<file path="src/rtl/instr_fetch.sv">
// Instruction fetch stage: issues synchronous imem reads at the PC address, holds the word
// for the decoder behind valid/ready and advances the PC once per capture. Option: FETCH_PERF_CNT_EN.
module instr_fetch #(
    parameter int ADDR_W  = 11,
    parameter int INSTR_W = 16
) (
    input  logic               clk,
    input  logic               rst,
    input  logic [ADDR_W-1:0]  pc_addr,
    input  logic               branch_flush,
    output logic               pc_inc,
    output logic [ADDR_W-1:0]  pc_cur_addr,
    output logic               imem_en,
    output logic [ADDR_W-1:0]  imem_addr,
    input  logic [INSTR_W-1:0] imem_rdata,
    output logic               instr_valid,
    input  logic               instr_ready,
    output logic [INSTR_W-1:0] instr,
    output logic [ADDR_W-1:0]  instr_pc
`ifdef FETCH_PERF_CNT_EN
    ,
    output logic [15:0]        perf_fetched,
    output logic [15:0]        perf_flushed
`endif
);

    typedef enum logic [1:0] {
        S_IDLE,
        S_FETCH,
        S_WAIT,
        S_HOLD
    } state_t;

    state_t            state;
    state_t            state_nxt;
    logic [ADDR_W-1:0] req_addr;
    logic              discard;
    logic              capture;
    logic              transfer;
    logic              drop;

    // NOTE: every signal driven here gets a default first so no path can infer a latch.
    always_comb begin
        state_nxt = state;
        capture   = 1'b0;
        transfer  = 1'b0;
        drop      = 1'b0;
        case (state)
            S_IDLE:  state_nxt = S_FETCH;
            S_FETCH: state_nxt = S_WAIT;
            S_WAIT: begin
                capture   = !discard && !branch_flush;
                drop      = !discard && branch_flush;
                state_nxt = capture ? S_HOLD : S_FETCH;
            end
            S_HOLD: begin
                // A flush wins over a simultaneous ready: the held word is dropped, not transferred.
                if (branch_flush) begin
                    drop      = 1'b1;
                    state_nxt = S_FETCH;
                end else if (instr_ready) begin
                    transfer  = 1'b1;
                    state_nxt = S_FETCH;
                end
            end
            default: state_nxt = S_IDLE;
        endcase
    end

    // Reset masks the increment so a reset during WAIT never advances the PC.
    assign pc_inc      = capture && !rst;
    assign pc_cur_addr = req_addr;
    assign imem_en     = (state == S_FETCH);
    assign imem_addr   = pc_addr;

    // NOTE: sequential state uses non-blocking assignments so every register samples pre-edge values.
    always_ff @(posedge clk) begin
        if (rst) begin
            state       <= S_IDLE;
            req_addr    <= '0;
            discard     <= 1'b0;
            instr_valid <= 1'b0;
            instr       <= '0;
            instr_pc    <= '0;
        end else begin
            state <= state_nxt;
            if (state == S_FETCH) begin
                req_addr <= pc_addr;
                discard  <= branch_flush;
            end
            if (state == S_WAIT) begin
                discard <= 1'b0;
            end
            if (capture) begin
                instr       <= imem_rdata;
                instr_pc    <= req_addr;
                instr_valid <= 1'b1;
            end
            if (transfer || (state == S_HOLD && drop)) begin
                instr_valid <= 1'b0;
            end
        end
    end

`ifdef FETCH_PERF_CNT_EN
    always_ff @(posedge clk) begin
        if (rst) begin
            perf_fetched <= '0;
            perf_flushed <= '0;
        end else begin
            if (transfer && perf_fetched != 16'hFFFF) begin
                perf_fetched <= perf_fetched + 16'd1;
            end
            if (drop && perf_flushed != 16'hFFFF) begin
                perf_flushed <= perf_flushed + 16'd1;
            end
        end
    end
`endif

endmodule
</file>
<file path="config.mk">
export PLATFORM = sky130hd
export DESIGN_NAME = instr_fetch
export DESIGN_NICKNAME = d
export VERILOG_FILES = /design/src/rtl/instr_fetch.sv
export SDC_FILE = /design/constraint.sdc
export NUM_CORES = 1
export LEC_CHECK = 0
export ABC_CLOCK_PERIOD_IN_PS = 1400
export CAP_MARGIN = 10
export CORE_ASPECT_RATIO = 1.2
export CORE_MARGIN = 10
export CORE_UTILIZATION = 35
export DETAILED_ROUTE_END_ITERATION = 8
export MAX_ROUTING_LAYER = met4
export PLACE_DENSITY = 0.81
export SYNTH_ARGS = -nofsm -noshare
export SYNTH_HDL_FRONTEND = slang
export SYNTH_SLANG_ARGS = --single-unit
</file>
<file path="constraint.sdc">
create_clock -name clk -period 1.4 [get_ports clk]
set_input_delay 0.21 -clock clk [delete_from_list [all_inputs] [get_ports clk]]
set_output_delay 0.21 -clock clk [all_outputs]
set_load 0.1 [all_outputs]
</file>
==> results.md, run 1 <==
* DIE AREA at roughly 0.0079 mm²
* # fillers at between 300 and 400
* Final non-filler cell area at roughly 0.0034 mm²
* Max FO, Critical Path at 2
* Max-slew headroom at 0.823
* Reg2reg end: instr_pc[6]
* I/O Buffers at 82
* Failing checks: negative setup slack
* Critical Path End: pc_inc
* Layout Utilization at 0.736
* Final worst setup slack at -0.268 ns
* Synth Instances at 160
* Commonest non-fill, non-tap cell in the layout: buf_12
* Drt first pass iters at 4
* Mean area per synthesized cell at 10.4 µm²
* Power density over cell area at slightly below 900 mW/mm²
* Worst setup EP type: primary output
* Number of I/O pins at between 80 and 90
* Crit path launch type: flop
* Sequential area share after synthesis at 0.505
* Highest-count cells in the layout ignoring fill and taps: buf_12 (55), dfxtp_1 (40), nor2_1 (38)
* GRT Total Usage at 0.133
* Synth-to-Final Area Change at 103%
* DR vias/cell at 4.62
* Area of the mapped netlist at around 0.0017 mm²
* Clock Pin Slew Worst Setup and Hold Paths at roughly 0.080 ns
* Core Area at 0.00459 mm²
* Die height at ~96 µm
* Placed insts at 288
* Final Hold Viols at 0
* Drt drc at 0
* Fraction of layout cells with a size suffix above 1 at 0.390
* Multi-input combinational cell area at ~770 µm²
* Flops & latches, synth at between 40 and 50
* Iter 0 DRT Violations at 28
* Cell Area, Placed at roughly 0.003 mm²
* Inserted Clock Buffers at 5
* Die X at 82.9 µm
* Static leakage at 1.30 nW
* Worst Path Required at 1.19 ns
* Maximum root-to-sink buffer count at 2
* First-pass GRT wire length at 8.29 mm
* CTS H-tree depth at 2
* Clk_skew at 0.00256 ns
* GRT overflow at 0
* Largest net degree at the start of global routing at 26
* DP HPWL at ~4 mm
* Crit share post-route at 1.19
* FF-to-FF setup slack at -0.12 ns
* Setup Total Neg Slack at -2.10 ns
* Vias in the first global route at around 1,500
* Critical Path Start: state[0]
* Hold Crit Class: primary input to flop
* Non-Filler Instances at 307
* Clock sink count at 42
* RSZ-0062 raised after global routing: true
* Max Cap Viol at 0
* Clock root buffer: clkbuf_8
* CTS tree: built
* FP Rows at 27
* Worst slew pin tran at roughly 0.27 ns
* Post-route minimum period at around 1.7 ns
* Worst VDD drop at between 0.0006 and 0.0007 V
* Yosys warns at 0
* Start of the worst register-to-register path: state[0]
* Initial Utilization at 0.362
* Antenna violations before repair at 0
* Clk_lat worst skew at between 0.2 and 0.3 ns
* Fmax at around 0.6 GHz
* Max Slew Vio Count at 0
* Critical Path AT at around 1.5 ns
* Sequential cell area at about 850 µm²
* Nets at about 280
* R2R depth at 8
* Avg WL per Cell at between 15 and 20 µm
* Routed via count at 1,417
* Mapped Nets at a little under 200
* WL final at 5.49 mm
* Outcome: complete, but fails checks
* Antenna Nets Post-Route at 0
* WS Path Type: flop to primary output
* Diode count at 0
* Routability cong. at between 0.7 and 0.8
* Final setup fails at 23
* Post-synth cell types at 16
-- worst max-delay path: stages (launching register included) --
cell     delay, ns
dfxtp_2       0.33
inv_2         0.08
ha_4          0.12
nor3b_4       0.19
buf_6         0.12
nor2b_4       0.15
buf_12        0.18
-- flip-flops by register name, summed over array words and instances, names as in the netlist --
register / flops
instr_pc: 11
discard: 1
state: 2
pc_cur_addr: 11
instr_valid: 1
instr: 16
-- power breakdown --
| part | switching, W | leakage, nW | total, W | internal, W |
|---|---|---|---|---|
| registers | 0.0000444 | 0.342 | 0.00127 | 0.00123 |
| clock network | 0.000401 | 0.0472 | 0.000797 | 0.000396 |
| logic | 0.000524 | 0.913 | 0.000896 | 0.000372 |
| total | 0.000970 | 1.30 | 0.00297 | 0.00200 |
-- cell usage after synthesis --
library cell / instances / share of area
o21a_1: 1 / 0.0045
nor3_1: 2 / 0.0060
a211oi_1: 1 / 0.0045
buf_4: 15 / 0.068
clkbuf_1: 6 / 0.014
o211ai_1: 1 / 0.0045
dfxtp_1: 42 / 0.51
nor2b_1: 1 / 0.0038
nor3b_2: 1 / 0.0075
nor2_1: 40 / 0.090
or3b_4: 1 / 0.0068
a21oi_1: 1 / 0.0030
ha_1: 5 / 0.038
mux2i_1: 39 / 0.23
inv_1: 3 / 0.0068
or2_1: 1 / 0.0038
-- kinds of logic (layout without fill, tap and decap cells) --
kind of cell | count (synthesis) | in the layout | share of synthesized area
AOI/OAI and AO/OA | 4 | 4 | 0.0165
adders and majority gates | 5 | 5 | 0.0376
muxes | 39 | 39 | 0.235
and+or+nand+nor | 46 | 46 | 0.118
buffers and inverters | 24 | 113 | 0.0880
DFF | 42 | 42 | 0.505
-- timing repair --
item / in CTS / in global routing
setup buffers: 7 / 3
pin swaps: 3 / 3
cloned: 1 / 1
hold buffers: 0 / 0
gates resized for setup: 9 / 17
setup endpoints to repair: 11 / 38
-- worst min-delay path by stage --
stage | start | endpoint | depth (start not counted)
after floorplan | imem_rdata[10] | instr[10] | 2
after global placement | instr_valid | instr_valid | 2
after detailed placement | instr_valid | instr_valid | 2
after CTS | imem_rdata[7] | instr[7] | 3
after global routing | imem_rdata[13] | instr[13] | 3
final | imem_rdata[7] | instr[7] | 3
-- routing by layer --
layer,up-vias,GRT usage,part of all wire
met1,664,0.137,0.41
met3,6,0.0589,0.075
met4,0,0.0298,0.0071
met5,-,-,0
met2,59,0.229,0.51
li1,688,-,-
-- per-stage QoR --
step                hold WS (ns)  power (W)  worst slack (ns)
floorplan                  0.357    0.00180            -0.254
global route               0.538    0.00307            -0.344
detailed placement         0.536    0.00213            -0.248
finish                     0.539    0.00297            -0.268
global placement           0.522    0.00211            -0.224
CTS                        0.534    0.00296            -0.263
-- final cells by class --
cell class	instances	area share
clock buffers	6	0.0244
clock inverters	2	0.00370
inverters	3	0.00407
multi-input cells	94	0.228
flip-flops and latches	42	0.250
well taps	58	0.0215
repair buffers	102	0.468
No activity file was read; power rests on OpenSTA's default activity.
==> inputs of run 2 (changes only) <==
- CORE_ASPECT_RATIO: 1.2 -> unset
==> results.md, run 2 (synthesis results as in run 1) <==
* Outcome: complete, but fails checks
* Failing checks: negative setup slack
* Crit path launch type: flop
* Routed via count at 1,371 (-3.2%)
* Clk_skew at 0.00570 ns (+0.00315 ns)
* DP HPWL at 3.87 mm (-0.93%)
* Worst Path Required at 1.19 ns (about the same)
* DIE AREA at 0.00791 mm² (-0.14%)
* Fmax at 0.630 GHz (+5.1%)
* Number of I/O pins at 83 (unchanged)
* Antenna violations before repair at 0 (unchanged)
* Avg WL per Cell at 16.7 µm (-6.8%)
* Max incr delay on CP at 0.33 ns (about the same)
* Max-slew headroom at 0.843 (+0.0207)
* Critical Path AT at 1.38 ns (-0.08 ns)
* Highest-count cells in the layout ignoring fill and taps: buf_12 (55), nor2_1 (40), dfxtp_1 (40)
* Drt drc at 0 (unchanged)
* Worst setup EP type: primary output
* Static leakage at 1.27 nW (-2.8%)
* Multi-input combinational cell area at 716 µm² (-7.1%)
* Drt first pass iters at 4 (unchanged)
* Initial Utilization at 0.357 (-0.00515)
* First-pass GRT wire length at 7.69 mm (-7.3%)
* # fillers at 312 (-4.3%)
* Routability cong. at 0.678 (-8.0%)
* Setup Total Neg Slack at -1.37 ns (+0.725 ns)
* Nets at 279 (-1.8%)
* GRT overflow at 0 (unchanged)
* Fraction of layout cells with a size suffix above 1 at 0.340 (-0.0494)
* Clk_lat worst skew at 0.29 ns (about the same)
* RSZ-0062 raised after global routing: true
* Slowest cell on crit path: dfxtp_2
* Vias in the first global route at 1,517 (-1.4%)
* Largest net degree at the start of global routing at 23 (-12%)
* Die height at 89.0 µm (-6.9%)
* Max FO, Critical Path at 2 (unchanged)
* Die X at 89.0 µm (+7.2%)
* WS Path Type: flop to primary output
* CP cell instances: inv_2 -> ha_4 -> nor3b_4 -> nor2b_4 -> buf_12
* I/O Buffers at 82 (unchanged)
* Clock sink count at 42 (unchanged)
* Max reg flops at 16 (unchanged)
* Sequential cell area at 843 µm² (-0.30%)
* Power density over cell area at 891 mW/mm² (+1.5%)
* GRT Total Usage at 0.132 (-0.000973)
* Synth-to-Final Area Change at 95.1%
* Final worst setup slack at -0.187 ns (+0.0803 ns)
* Diode count at 0 (unchanged)
* Top reg by flops: instr
* Clock Pin Slew Worst Setup and Hold Paths at 0.08 ns (about the same)
* Crit share post-route at 1.13 (-0.0573)
* FP Rows at 25 (-7.4%)
* Maximum root-to-sink buffer count at 2 (unchanged)
* Worst slew pin tran at 0.235 ns (-0.0311 ns)
* Core Area at 0.00466 mm² (+1.4%)
* Final Power at 0.00289 W (-2.5%)
* DR vias/cell at 4.60 (-0.32%)
* Iter 0 DRT Violations at 48 (+71%)
* CTS H-tree depth at 2 (unchanged)
* CTS tree: built
* Hold Crit Class: flop to flop
* Inserted Clock Buffers at 5 (unchanged)
* Commonest non-fill, non-tap cell in the layout: buf_12
* Antenna Nets Post-Route at 0 (unchanged)
* Final Hold Viols at 0 (unchanged)
* Final setup fails at 28 (+22%)
* Post-route minimum period at 1.59 ns (-0.0803 ns)
* Pre-CTS WS at -0.310 ns (-0.0623 ns)
* Max Slew Vio Count at 0 (unchanged)
* WL final at 4.97 mm (-9.5%)
* Max Cap Viol at 0 (unchanged)
* Worst VDD drop at 0.000560 V (-12%)
* Clock root buffer: clkbuf_8
==> run 2: final timing paths <==
| path | slack [ns] | to | start | cells after the start |
|---|---|---|---|---|
| max | -0.19 | pc_inc | state[0] | 5 |
| min | 0.53 | instr_valid | instr_valid | 2 |
| max reg2reg | -0.13 | instr[2] | state[0] | 7 |
| min reg2reg | 0.53 | instr_valid | instr_valid | 2 |
==> run 2: area by class of cell <==
cell class,instances,area share
inverters,3,0.00424
repair buffers,97,0.468
multi-input cells,94,0.220
clock inverters,2,0.00424
clock buffers,6,0.0224
well taps,54,0.0208
flip-flops and latches,42,0.260
==> run 2: timing repair <==
item | 4_1_cts | 5_1_grt
cloned | 1 | 0
gates resized for setup | 3 | 1
buffers inserted | 5 | 1
setup endpoints to repair | 30 | 32
pin swaps | 2 | 1
hold buffers | 0 | 0
==> run 2: report_power, final <==
part / switching [W] / internal, W / leakage, nW
Combinational: 0.000505 / 0.000360 / 0.880
Clock: 0.000405 / 0.000352 / 0.0452
Sequential: 0.0000417 / 0.00123 / 0.341
==> run 2: worst max-delay path, delay by kind of cell (launching register included) <==
family	cells	cell delay, ns
buffers and inverters	2	0.25
adders and majority gates	1	0.13
and+or+nand+nor	2	0.38
DFF	1	0.33
==> run 2: per-layer routing <==
layer / vias to the layer above / part of all wire / track usage
met5: - / 0 / -
met1: 640 / 0.36 / 0.125
met2: 47 / 0.55 / 0.235
li1: 676 / - / -
met3: 8 / 0.075 / 0.0465
met4: 0 / 0.019 / 0.0592
==> run 2: stage by stage <==
| step | instance area [µm²] | util | hold slack, ns | std cells |
|---|---|---|---|---|
| 2_1_floorplan | 1710 | - | 0.357 | 160 |
| 3_3_place_gp | 3070 | 0.659 | 0.518 | 284 |
| 3_5_place_dp | 3070 | 0.659 | 0.526 | 284 |
| 4_1_cts | 3240 | 0.696 | 0.525 | 298 |
| 5_1_grt | 3250 | 0.697 | 0.546 | 298 |
| 6_report | 3250 | 0.697 | 0.532 | 298 |
